**src/rtl/dac_i2s_tx_param_pkg.sv**
```systemverilog
// Shared definitions for the stereo serial-audio DAC transmitter.
// Contents: serial format encoding, default widths/dividers and a
// parameter sanity check used at elaboration by the top level.
package dac_i2s_tx_param_pkg;

  // Serial format, sampled once per frame.
  typedef enum logic {
    FMT_I2S = 1'b0,  // data delayed one BCK after the LRCK edge
    FMT_LJ  = 1'b1   // MSB coincides with the LRCK edge
  } fmt_e;

  localparam int DEF_DATA_W        = 24;
  localparam int DEF_SLOT_W        = 32;
  localparam int DEF_BCK_HALF_DIV  = 16;
  localparam int DEF_SCKI_HALF_DIV = 4;
  localparam int DEF_UCNT_W        = 16;

  // True when the parameter set describes a buildable transmitter.
  function automatic bit params_ok(input int data_w, input int slot_w,
                                   input int bck_half, input int scki_half);
    return (data_w >= 16) && (data_w < slot_w) &&
           (bck_half >= 2) && (scki_half >= 1);
  endfunction

endpackage

```
**src/rtl/i2s_clk_gen.sv**
```systemverilog
// Clock and frame-position generator for the DAC transmitter.
// Ports:
//   clk, rst      core clock and synchronous active-high reset
//   dac_scki      free-running DAC system clock
//   dac_bck       bit clock
//   dac_lrck      word select, high during the right slot
//   fall_strobe   one-cycle strobe in the cycle whose edge drops dac_bck
//   frame_start   fall_strobe on which bit_cnt wraps back to 0
//   p             position inside the current slot (bit_cnt mod SLOT_W)
module i2s_clk_gen #(
  parameter int SLOT_W        = 32,
  parameter int BCK_HALF_DIV  = 16,
  parameter int SCKI_HALF_DIV = 4,
  localparam int PW = $clog2(SLOT_W)
) (
  input  logic          clk,
  input  logic          rst,
  output logic          dac_scki,
  output logic          dac_bck,
  output logic          dac_lrck,
  output logic          fall_strobe,
  output logic          frame_start,
  output logic [PW-1:0] p
);

  localparam int BW  = $clog2(2 * SLOT_W);
  localparam int SCW = $clog2(SCKI_HALF_DIV + 1);
  localparam int BCW = $clog2(BCK_HALF_DIV + 1);

  logic [SCW-1:0] scki_cnt;
  logic [BCW-1:0] bck_cnt;
  logic [BW-1:0]  bit_cnt;
  logic           scki_tc;
  logic           bck_tc;

  assign scki_tc     = (scki_cnt == SCW'(SCKI_HALF_DIV - 1));
  assign bck_tc      = (bck_cnt == BCW'(BCK_HALF_DIV - 1));
  assign fall_strobe = bck_tc & dac_bck;
  assign frame_start = fall_strobe & (bit_cnt == BW'(2 * SLOT_W - 1));

  always_ff @(posedge clk) begin
    if (rst) begin
      scki_cnt <= '0;
      bck_cnt  <= '0;
      bit_cnt  <= '0;
      dac_scki <= 1'b0;
      dac_bck  <= 1'b0;
    end else begin
      scki_cnt <= scki_tc ? '0 : scki_cnt + 1'b1;
      if (scki_tc) dac_scki <= ~dac_scki;
      bck_cnt <= bck_tc ? '0 : bck_cnt + 1'b1;
      if (bck_tc) dac_bck <= ~dac_bck;
      // bit_cnt moves on the same edge that drops BCK, so everything
      // derived from it changes on the falling edge.
      if (fall_strobe) bit_cnt <= frame_start ? '0 : bit_cnt + 1'b1;
    end
  end

  assign dac_lrck = (bit_cnt >= BW'(SLOT_W));
  assign p        = dac_lrck ? PW'(bit_cnt - BW'(SLOT_W)) : PW'(bit_cnt);

endmodule

```
**src/rtl/dac_i2s_tx_param.sv**
```systemverilog
// Parametrised stereo serial-audio transmitter (master) for a
// PCM5102A-class DAC. Generates SCKI/BCK/LRCK and serialises one stereo
// frame per LRCK period, MSB first, in I2S or left-justified format.
// Ports:
//   cmn_clk, cmn_rst         core clock, synchronous active-high reset
//   s_tvalid/s_tready        frame handshake
//   s_tdata_L/s_tdata_R      two's complement samples
//   fmt_lj, mute             format and mute, sampled at frame start
//   dac_scki/bck/lrck/data   DAC serial interface
//   underrun, underrun_cnt   frame-start pulse with no frame held, and
//                            its saturating count
//
// Handshake: a frame transfers on every cycle where s_tvalid and s_tready
// are both high. s_tready is a register that is high exactly when the
// one-frame holding buffer is empty; the source may hold s_tvalid and data
// until the transfer and must not change data while s_tvalid waits.
module dac_i2s_tx_param
  import dac_i2s_tx_param_pkg::*;
#(
  parameter int DATA_W        = DEF_DATA_W,
  parameter int SLOT_W        = DEF_SLOT_W,
  parameter int BCK_HALF_DIV  = DEF_BCK_HALF_DIV,
  parameter int SCKI_HALF_DIV = DEF_SCKI_HALF_DIV,
  parameter int UCNT_W        = DEF_UCNT_W
) (
  input  logic              cmn_clk,
  input  logic              cmn_rst,
  input  logic              s_tvalid,
  output logic              s_tready,
  input  logic [DATA_W-1:0] s_tdata_L,
  input  logic [DATA_W-1:0] s_tdata_R,
  input  logic              fmt_lj,
  input  logic              mute,
  output logic              dac_scki,
  output logic              dac_bck,
  output logic              dac_lrck,
  output logic              dac_data,
  output logic              underrun,
  output logic [UCNT_W-1:0] underrun_cnt
);

  localparam int PW = $clog2(SLOT_W);

  if (!params_ok(DATA_W, SLOT_W, BCK_HALF_DIV, SCKI_HALF_DIV)) begin : g_bad_params
    $error("dac_i2s_tx_param: illegal parameter set");
  end

  logic          fall_strobe;
  logic          frame_start;
  logic [PW-1:0] p;

  i2s_clk_gen #(
    .SLOT_W       (SLOT_W),
    .BCK_HALF_DIV (BCK_HALF_DIV),
    .SCKI_HALF_DIV(SCKI_HALF_DIV)
  ) u_clk_gen (
    .clk        (cmn_clk),
    .rst        (cmn_rst),
    .dac_scki   (dac_scki),
    .dac_bck    (dac_bck),
    .dac_lrck   (dac_lrck),
    .fall_strobe(fall_strobe),
    .frame_start(frame_start),
    .p          (p)
  );

  logic              start_pending;
  logic              frame_load;
  logic              accept;
  logic              hold_full;
  logic              hold_full_n;
  logic [DATA_W-1:0] hold_l, hold_r;
  logic [DATA_W-1:0] frame_l, frame_r;
  logic [DATA_W-1:0] sel_word;
  logic [DATA_W-1:0] shifted;
  fmt_e              fmt_r;

  // The frame that begins at bit_cnt = 0 straight after reset has no wrap
  // strobe of its own; start_pending stands in for it so that frame is
  // handled (and counted) like any other underrun.
  assign frame_load = (fall_strobe & frame_start) | start_pending;
  assign accept     = s_tvalid & s_tready;

  // Accept only happens while empty, so it never collides with a load
  // from a full buffer; the load decision uses the pre-cycle state.
  always_comb begin
    hold_full_n = hold_full;
    if (frame_load) hold_full_n = 1'b0;
    if (accept)     hold_full_n = 1'b1;
  end

  always_ff @(posedge cmn_clk) begin
    if (cmn_rst) begin
      start_pending <= 1'b1;
      hold_full     <= 1'b0;
      s_tready      <= 1'b0;
      hold_l        <= '0;
      hold_r        <= '0;
      frame_l       <= '0;
      frame_r       <= '0;
      fmt_r         <= FMT_I2S;
      underrun      <= 1'b0;
      underrun_cnt  <= '0;
    end else begin
      start_pending <= 1'b0;
      hold_full     <= hold_full_n;
      s_tready      <= ~hold_full_n;
      if (accept) begin
        hold_l <= s_tdata_L;
        hold_r <= s_tdata_R;
      end
      underrun <= frame_load & ~hold_full;
      if (frame_load) begin
        fmt_r <= fmt_e'(fmt_lj);
        if (hold_full && !mute) begin
          frame_l <= hold_l;
          frame_r <= hold_r;
        end else begin
          frame_l <= '0;
          frame_r <= '0;
        end
        if (!hold_full && (underrun_cnt != '1)) underrun_cnt <= underrun_cnt + 1'b1;
      end
    end
  end

  // Serialiser: shift the active word so the wanted bit lands in the MSB.
  always_comb begin
    sel_word = dac_lrck ? frame_r : frame_l;
    shifted  = '0;
    dac_data = 1'b0;
    if (fmt_r == FMT_LJ) begin
      if (p < PW'(DATA_W)) begin
        shifted  = sel_word << p;
        dac_data = shifted[DATA_W-1];
      end
    end else begin
      if ((p != '0) && (p <= PW'(DATA_W))) begin
        shifted  = sel_word << (p - 1'b1);
        dac_data = shifted[DATA_W-1];
      end
    end
  end

endmodule

```
**config.mk**
```make
export PLATFORM = sky130hd
export DESIGN_NAME = dac_i2s_tx_param
export DESIGN_NICKNAME = d
export VERILOG_FILES = /design/src/rtl/dac_i2s_tx_param_pkg.sv /design/src/rtl/i2s_clk_gen.sv /design/src/rtl/dac_i2s_tx_param.sv
export SDC_FILE = /design/constraint.sdc
export NUM_CORES = 1
export LEC_CHECK = 0
export CORE_ASPECT_RATIO = 1.5
export CORE_MARGIN = 2
export CORE_UTILIZATION = 34
export DETAILED_ROUTE_END_ITERATION = 16
export PLACE_DENSITY_LB_ADDON = 0.15
export SLEW_MARGIN = 25
export SYNTH_ARGS = -nofsm -noshare
export SYNTH_HDL_FRONTEND = slang
export SYNTH_HIERARCHICAL = 1
export SYNTH_SLANG_ARGS = --single-unit
```
**constraint.sdc**
```tcl
create_clock -name cmn_clk -period 5.32 [get_ports cmn_clk]
set_input_delay 0.798 -clock cmn_clk [delete_from_list [all_inputs] [get_ports cmn_clk]]
set_output_delay 0.798 -clock cmn_clk [all_outputs]
set_load 0.01 [all_outputs]
```
**Yosys cells after proc, flatten, opt, wreduce, memory -nomap -nowiden**

Cells that the tools add are included.

- Flip-flop bits (word level): 133
- Output and inout bits: 22
- Logic and storage cells: 60

- $add $sub $neg: 6
- $lt $le $gt $ge: 3
- Equality and inequality tests: 4
- Shifts and indexed selects: 2
- Muxes and demuxes: 11
- Bitwise operators: 10
- Reductions and logical operators: 9

Operators by type and width:

| kind | number |
|---|---|
| 2-to-1 mux 24 bit | 3 |
| left shift 24 x 5 -> 24 bit | 2 |
| adder 16 x 1 -> 16 bit (second input constant) | 1 |
| != test 16 bit (second input constant) | 1 |
| subtractor 5 x 1 -> 5 bit (second input constant) | 2 |
| adder 6 x 1 -> 6 bit (second input constant) | 1 |
| == test 6 bit (second input constant) | 1 |
| >= comparator 6 bit (second input constant) | 1 |
| 2-to-1 mux 1 bit | 6 |
| 2-to-1 mux 6 bit | 1 |
| adder 5 x 1 -> 5 bit (second input constant) | 1 |
| bitwise AND 1 bit | 5 |
| == test 5 x 4 -> 1 bit (second input constant) | 1 |
| <= comparator 5 bit (second input constant) | 1 |
| less-than comparator 5 bit (second input constant) | 1 |
| 2-to-1 mux 5 bit | 1 |
| nonzero test 5 bit | 1 |
| inverter 1 bit | 4 |
| OR reduction 2 bit | 2 |
| adder 3 x 1 -> 3 bit (second input constant) | 1 |
| == test 3 x 2 -> 1 bit (second input constant) | 1 |
| logical AND 1 bit | 3 |
| zero test 1 bit | 2 |
| AND reduction 2 bit | 1 |
| OR 1 bit | 1 |

**Depth between registers and ports, before layout**

Gate-level depths: netlist (run 1).

- Depth after elaboration: 8
- Depth in mapped cells: 11

**Hierarchy**

The synthesis (run 1) kept the hierarchy.

By module, submodules not included:

| module | times used | cells each | area an instance (um2) | seq. area each (um2) |
|---|---|---|---|---|
| dac_i2s_tx_param | 1 | 618 | 5,265.0 | 2,342.2 |
| i2s_clk_gen | 1 | 78 | 729.4 | 320.3 |

**Worst setup path after synthesis (run 1)**

Ideal clock, no wire load.

- Kind: reg2out
- Start: register u_clk_gen.bit_cnt[0]
- End: output dac_data
- Arrival time: 2.279 ns
- Setup slack: 2.243 ns
- Cell stages (with the launch flop): 11
- Buffers on the path: 3
- Cell sequence: dfxtp_1 -> buf_4 -> buf_6 -> buf_4 -> inv_1 -> ha_1 -> xor2_1 -> mux2_2 -> a211oi_2 -> a32oi_1 -> o2bb2ai_1

- Word-level cells in the longest chain between the ends: 6
- Elaborated cells on any way between the ends: 14
- Classes of those cells: add/sub (2); order compare (3); shift (2); mux (5); reduce/logical (2)

Ends and longest elaborated chain:

| what | RTL line | RTL |
|---|---|---|
| start, declared | i2s_clk_gen.sv:32 | `logic [BW-1:0] bit_cnt;` |
| start signal, assigned | i2s_clk_gen.sv:55 | `if (fall_strobe) bit_cnt <= frame_start ? '0 : bit_cnt + 1'b1;` |
| subtractor 5 x 1 -> 5 bit or >= comparator 6 bit (tied branches) | i2s_clk_gen.sv:60, i2s_clk_gen.sv:59 |  |
| 2-to-1 mux 5 bit (*) | i2s_clk_gen.sv:60 | `assign p = dac_lrck ? PW'(bit_cnt - BW'(SLOT_W)) : PW'(bit_cnt);` |
| named net p[0] | dac_i2s_tx_param.sv:50 | `logic [PW-1:0] p;` |
| subtractor 5 x 1 -> 5 bit (tied with other cells) | dac_i2s_tx_param.sv:139 | `shifted = sel_word << (p - 1'b1);` |
| left shift 24 x 5 -> 24 bit or logical AND 1 bit (tied branches) | dac_i2s_tx_param.sv:139, dac_i2s_tx_param.sv:138 |  |
| 2-to-1 mux 1 bit | dac_i2s_tx_param.sv:138 | `if ((p != '0) && (p <= PW'(DATA_W))) begin` |
| 2-to-1 mux 1 bit (*) | dac_i2s_tx_param.sv:132 | `if (fmt_r == FMT_LJ) begin` |
| end, declared | dac_i2s_tx_param.sv:37 | `output logic dac_data,` |

The timed path passes the listed nets; every way through them passes the cells marked *.

**Worst setup path after layout (run 1)**

- Start: register u_clk_gen.bit_cnt[0]
- End: output dac_data

- Word-level cells in the longest chain between the ends: 6
- Elaborated cells on any way between the ends: 14
- Classes of those cells: add/sub (2); order compare (3); shift (2); mux (5); reduce/logical (2)

Ends and longest elaborated chain:

| what | RTL line |
|---|---|
| subtractor 5 x 1 -> 5 bit or >= comparator 6 bit (tied branches) | i2s_clk_gen.sv:60, i2s_clk_gen.sv:59 |
| 2-to-1 mux 5 bit | i2s_clk_gen.sv:60 |
| subtractor 5 x 1 -> 5 bit (tied with other cells) | dac_i2s_tx_param.sv:139 |
| left shift 24 x 5 -> 24 bit or logical AND 1 bit (tied branches) | dac_i2s_tx_param.sv:139, dac_i2s_tx_param.sv:138 |
| 2-to-1 mux 1 bit | dac_i2s_tx_param.sv:138 |
| 2-to-1 mux 1 bit (*) | dac_i2s_tx_param.sv:132 |

Mark *: on every way between the ends. The rest lies on a longest branch, timed or not.

==> Flow_metrics.wiki, run 1 <==
{| class="wikitable"
! Metric !! Value
|-
| Result of the run || finished, final reports clean
|-
| Synthesized area || 5990 um^2
|-
| Post-synthesis cell type count || 52
|-
| # nets final || 802
|-
| Post-Syn Instances || around 700
|-
| Count of input and output buffers || 74
|-
| DRC viols || 0
|-
| Via density per instance || 5.22
|-
| Area of all sequential standard cells || ~2700 um^2
|-
| Maximum fanout encountered on the critical timing path || 35
|-
| Clock network fraction of design power || around 51%
|-
| Post-cts hold buffer count || 0
|-
| Clock H-tree levels || 4
|-
| Number of flops mapped to enable cells by yosys || 0
|-
| Net Sw Frac || 21.7%
|-
| Minimum setup slack after placement || 1.48 ns
|-
| Drt first pass iters || 4
|-
| Remaining global-route overflow || 0
|-
| Wire length of the first global-routing pass || 25200 um
|-
| Most area-consuming cells after synthesis || dfxtp_1, nand2_1, a21oi_1
|-
| Num CTS Buffers || 17
|-
| Gates resized, CTS repair || 0
|-
| Area of the multi-input gates || 3050 um^2
|-
| Comb power frac || 5.8%
|-
| Clock tree from TritonCTS || built
|-
| Nature of the critical path endpoint || primary output
|-
| Flip-flop and latch count after synthesis || 133
|-
| Endpoints failing setup || 0
|-
| Average size of a mapped cell || between 8 and 9 um^2
|-
| Number of pins with negative max-slew slack in the final report || 0
|-
| Number of maximum-capacitance constraint violations || 0
|-
| Post CTS Setup Buffer Count || 0
|-
| Relative contribution of sequential cells to total power || 43.6%
|-
| Most frequently used flop master after synthesis || dfxtp_1
|-
| Final-layout fill cell count || 1721
|-
| RD Place Congestion || roughly 0.87
|-
| Reg-to-reg slack, setup || 1.77 ns
|-
| Number of placement rows || 59
|-
| Critical path required time || roughly 4.5 ns
|-
| Pwr per Cell Area || 321 nW/um^2
|-
| F_max || 237 MHz
|-
| Largest net degree at the start of global routing || between 100 and 150
|-
| Type of the most critical hold path || reg2reg
|-
| Part of the Yosys area used for sequential elements || around 44%
|-
| Via count of the first global-routing pass || 5085
|-
| Final-report hold violation count || 0
|-
| Highest ir drop seen on vdd || 0.178 mV
|-
| Remaining antenna violation count || 0
|-
| Number of antenna violations at the first check in global routing || 0
|-
| Post-Synthesis Net Count || 758
|-
| Category of the most critical setup path || reg2out
|-
| Wire length reported by the detailed router || about 15000 um
|-
| Via count of the routed design || between 5000 and 6000
|-
| Final total negative setup slack || 0 ns
|-
| Relative slew slack || 45.6%
|-
| Area share of the leading cell type in the synthesized netlist || between 40% and 50%
|-
| Core box area || 17300 um^2
|-
| Maximum count of clock buffers along a single path || 2
|-
| Number of warnings reported in the yosys synthesis log || 6
|-
| Clock root buffer || clkbuf_16
|-
| Biggest area consumer among synthesized cells || dfxtp_1
|-
| Arrival time at the worst endpoint || between 3 and 4 ns
|-
| Boundary Pins || 75
|-
| Ys async rst share || 0%
|-
| Transition time at the pin with the least slew margin || 0.816 ns
|-
| Unrepaired setup endpoints after global routing || no
|-
| Fin worst setup slack || 1.09 ns
|-
| Effective utilization at floorplan || between 30 and 40%
|-
| Total number of clock tree sinks || approximately 130
|-
| Clock Latency Late Sink || 0.42 ns
|-
| Switching power of the nets || 0.000517 W
|-
| Internal Power || 0.00187 W
|-
| Violation count after the first detailed-routing iteration || 241
|-
| Antenna fix cells || 0
|-
| Die width || 112 um
|-
| Die height || 167 um
|-
| Total Die Area || 18700 um^2
|-
| Avg WL per Cell || ~16 um
|-
| Clock transition at the registers of the reported paths || 0.06 ns
|-
| Nature of the critical path startpoint || flop
|-
| Worst Skew || 0.00828 ns
|-
| Ratio of final minimum period to clock period || 79.5%
|-
| Lkg Pwr || 2.54 nW
|-
| Post-route minimum period || 4.23 ns
|-
| Half-perimeter wire length after placement || 10500 um
|-
| Area added between synthesis and finish || 24.0%
|-
| All-Layer GR Usage || 16.6%
|-
| Share of layout cells above drive strength 1 || a little under a tenth
|}
==> critical path, stage by stage, from the launching register on <==
cell and delay (ns):
dfxtp_1 0.31, buf_4 0.42, inv_1 0.13, ha_1 0.29
xor2_1 0.44, mux2i_1 0.14, o21a_1 0.19, a221oi_1 0.32
o2bb2ai_1 0.20, clkdlybuf4s50_1 0.58
==> worst paths after layout <==
path                          from                     to  cells past startpoint
max           u_clk_gen/bit_cnt[0]               dac_data                      9
min          u_clk_gen/scki_cnt[0]  u_clk_gen/scki_cnt[0]                      1
max reg2reg   u_clk_gen/bck_cnt[0]       underrun_cnt[15]                     12
min reg2reg  u_clk_gen/scki_cnt[0]  u_clk_gen/scki_cnt[0]                      1
==> area by class of cell <==
cell class / instances / share of cell area [%]
Clock buffer: 19 / 5.82
Clock inverter: 12 / 2.41
Inverter: 10 / 0.505
Multi-Input combinational cell: 495 / 41.0
Sequential cell: 133 / 35.8
Tap cell: 213 / 3.58
Timing Repair Buffer: 83 / 10.9
==> sequential cells by signal, indices dropped and copies added, names as in the netlist <==
register            count
fmt_r                   1
frame_l                24
frame_r                24
hold_full               1
hold_l                 24
hold_r                 24
s_tready                1
start_pending           1
u_clk_gen/bck_cnt       5
u_clk_gen/bit_cnt       6
u_clk_gen/dac_bck       1
u_clk_gen/dac_scki      1
u_clk_gen/scki_cnt      3
underrun                1
underrun_cnt           16
==> Yosys cell counts (2+ instances only) <==
library cell  number
a21o_1             2
a21oi_1          106
a221oi_1           2
a311oi_1           2
a31oi_1            2
a32o_1             2
a32oi_1            2
and2_1             7
and3_1             7
buf_1              6
buf_2              3
buf_4              7
buf_6              2
clkbuf_1          40
dfxtp_1          133
ha_1               9
inv_1             10
mux2_2            11
mux2i_1            4
mux4_1             6
mux4_2            14
nand2_1          156
nand3_1           55
nand4_1            3
nor2_1            20
nor2b_1           10
nor3_1            13
nor3b_1            3
o2111ai_1          4
o211ai_1           3
o21ai_0            9
o21ai_1            2
or3_1              6
xnor2_1            5
xor2_1            13
==> metal layers <==
layer	up-vias	wire length, um	track usage, %
li1	2515	-	-
met1	2404	6420	19.6
met2	95	7730	28.8
met3	26	524	4.04
met4	0	400	6.73
met5	-	0	0
==> logic make-up (layout without fill, tap and decap cells) <==
| group | after synthesis | in the layout | synth area share (%) |
|---|---|---|---|
| simple gates | 285 | 285 | 21.2 |
| compound gates | 148 | 148 | 14.2 |
| flops | 133 | 133 | 44.4 |
| buf+inv | 68 | 124 | 5.01 |
| mux | 35 | 35 | 10.6 |
| xor+xnor | 18 | 18 | 2.63 |
| fa+ha+maj | 9 | 9 | 1.88 |
==> cells in the final DEF, fill, tap and decap left out, drive strengths merged, types with 13 or more instances in the layout <==
cell type,n
a21oi,106
clkbuf,19
clkdlybuf4s50,73
dfxtp,133
mux4,20
nand2,157
nand3,55
nor2,20
nor3,13
xor2,13
==> per-stage QoR <==
stage | hold slack [ns] | power [W] | utilization (%) | area [um^2] | cells
finish | 0.442 | 0.00239 | 42.9 | 7430 | 965
CTS | 0.453 | 0.00242 | 42.8 | 7430 | 965
global placement | 0.412 | 0.00120 | 39.3 | 6820 | 934
global route | 0.475 | 0.00248 | 42.9 | 7430 | 965
floorplan | 0.404 | 0.00113 | - | 5990 | 696
detailed placement | 0.444 | 0.00120 | 39.3 | 6820 | 934
==> power by group through the flow <==
| stage | Combinational, W | Clock [W] | Sequential (W) |
|---|---|---|---|
| 2_1_floorplan | 0.0000735 | 0 | 0.00106 |
| 3_3_place_gp | 0.000138 | 0 | 0.00106 |
| 3_5_place_dp | 0.000140 | 0 | 0.00106 |
| 4_1_cts | 0.000141 | 0.00124 | 0.00104 |
| 5_1_grt | 0.000155 | 0.00128 | 0.00104 |
| 6_report | 0.000138 | 0.00121 | 0.00104 |
Note: power is estimated with default switching activity, not from simulation.
==> run 2, diff against run 1 <==
clock period = 3.45 ns   (was 5.32 ns; I/O delays follow)
==> run 2 against run 1 <==
  * Sequential share of layout area is 0.58 points lower
  * Combinational power is 54% higher
  * Sequential power is 54% higher
  * Setup slack worse by 0.93 ns
  * Via count is 1.2% lower
  * Cell count is 0.73% higher
  * Register-to-register slack worse by 1.1 ns
  * Hold slack worse by 0.016 ns
==> Flow_metrics.wiki, run 2 (synthesized netlist as in run 1, its figures left out) <==
{| class="wikitable"
! Metric !! Value
|-
| Critical path required time || between 2 and 3 ns
|-
| Area of the multi-input gates || 3100 um^2
|-
| Antenna fix cells || 0
|-
| Post-cts hold buffer count || 0
|-
| Number of antenna violations at the first check in global routing || 0
|-
| RD Place Congestion || between 0.8 and 0.9
|-
| Total number of clock tree sinks || 133
|-
| Result of the run || finished, final reports clean
|-
| Largest net degree at the start of global routing || 92
|-
| Final-report hold violation count || 0
|-
| Total Die Area || between 15000 and 20000 um^2
|-
| DRC viols || 0
|-
| Effective utilization at floorplan || 34.6%
|-
| R2R Path Start || u_clk_gen/bck_cnt[0]
|-
| Final Util || 43.6%
|-
| Violation count after the first detailed-routing iteration || about 240
|-
| Via count of the routed design || 4980
|-
| Avg WL per Cell || 15.3 um
|-
| Clock H-tree levels || 4
|-
| All-Layer GR Usage || 16.7%
|-
| Clock root buffer || clkbuf_16
|-
| Boundary Pins || 75
|-
| Leading cell type in the layout, fill and taps excluded || nand2_1
|-
| Final total negative setup slack || 0 ns
|-
| Highest ir drop seen on vdd || about 0.40 mV
|-
| Lkg Pwr || 2.59 nW
|-
| Category of the most critical setup path || reg2out
|-
| Unrepaired setup endpoints after global routing || no
|-
| Ratio of final minimum period to clock period || a little over nine tenths
|-
| Post-route minimum period || 3.29 ns
|-
| Num CTS Buffers || 17
|-
| Maximum fanout encountered on the critical timing path || 13
|-
| Area added between synthesis and finish || 26.2%
|-
| Count of input and output buffers || 74
|-
| Wire length of the first global-routing pass || about 25000 um
|-
| Worst Skew || 0.00962 ns
|-
| Endpoints failing setup || 0
|-
| Half-perimeter wire length after placement || 10500 um
|-
| Transition time at the pin with the least slew margin || 0.933 ns
|-
| Die width || about 110 um
|-
| Clock Latency Late Sink || between 0.4 and 0.5 ns
|-
| # nets final || 808
|-
| Via count of the first global-routing pass || about 5000
|-
| Min-Delay Startpoint || u_clk_gen/scki_cnt[0]
|-
| Post CTS Setup Buffer Count || 0
|-
| Nature of the critical path endpoint || primary output
|-
| Worst setup path startpoint || u_clk_gen/bit_cnt[0]
|-
| Arrival time at the worst endpoint || 2.77 ns
|-
| Maximum count of clock buffers along a single path || 2
|-
| Die height || 167 um
|-
| Commonest non-fill, non-tap cells in the layout || nand2_1, dfxtp_1, a21oi_1, clkdlybuf4s50_1, nand3_1
|-
| Nature of the critical path startpoint || flop
|-
| Remaining global-route overflow || 0
|-
| Drt first pass iters || 4
|-
| Final-layout fill cell count || 1703
|-
| F_max || 304 MHz
|-
| Area of all sequential standard cells || 2670 um^2
|-
| Relative slew slack || 37.8%
|-
| Number of maximum-capacitance constraint violations || 0
|-
| Share of layout cells above drive strength 1 || 11.3%
|-
| Clock transition at the registers of the reported paths || 0.06 ns
|-
| Pwr per Cell Area || 495 nW/um^2
|-
| Number of pins with negative max-slew slack in the final report || 0
|-
| Wire length reported by the detailed router || 14900 um
|-
| Core box area || between 15000 and 20000 um^2
|-
| Remaining antenna violation count || 0
|-
| Gates resized, CTS repair || 3
|-
| Clock tree from TritonCTS || built
|-
| Number of placement rows || 59
|-
| Via density per instance || 5.12
|-
| Type of the most critical hold path || reg2reg
|}
run 2: layout make-up:
cell class	count	area share, %
Multi-Input combinational cell	495	40.9
Clock buffer	18	5.80
Inverter	10	0.496
Timing Repair Buffer	89	11.4
Clock inverter	14	2.63
Sequential cell	133	35.3
Tap cell	213	3.52
run 2: routing by layer:
layer / GRT usage (%) / wire [um] / vias up / share of wire (%)
met5: 0 / 0 / - / 0
met4: 6.63 / 408 / 0 / 2.7
met3: 4.91 / 555 / 26 / 3.7
met2: 28.5 / 7420 / 90 / 50
met1: 19.4 / 6500 / 2328 / 44
li1: - / - / 2536 / -
run 2: worst max-delay path: stages, from the launching register on:
cell and delay, ns:
dfxtp_2 0.36, buf_8 0.17, mux4_1 0.58, mux2_2 0.29
a211oi_2 0.22, a32oi_1 0.07, o2bb2ai_1 0.16, clkdlybuf4s50_1 0.49
run 2: final timing paths:
path	end	slack [ns]	cells past startpoint
worst max-delay path	dac_data	0.16	7
worst min-delay path	u_clk_gen/scki_cnt[0]	0.43	1
worst max register to register	underrun_cnt[2]	0.64	11
worst min register to register	u_clk_gen/scki_cnt[0]	0.43	1
run 2: report_power, final:
group	internal (W)	total (W)	switching, W
sequential	0.00158	0.00160	0.0000248
combinational	0.000101	0.000212	0.000112
clock	0.00124	0.00193	0.000694
run 2: per-stage QoR:
stage,cells,setup slack [ns],power [W],hold WS (ns),instance area (um^2)
after floorplan,696,0.653,0.00175,0.404,5990
after global placement,940,0.374,0.00185,0.414,6860
after detailed placement,940,0.315,0.00185,0.426,6860
after CTS,972,0.0204,0.00380,0.435,7520
after global routing,972,0.0448,0.00390,0.453,7570
final,972,0.159,0.00375,0.426,7570
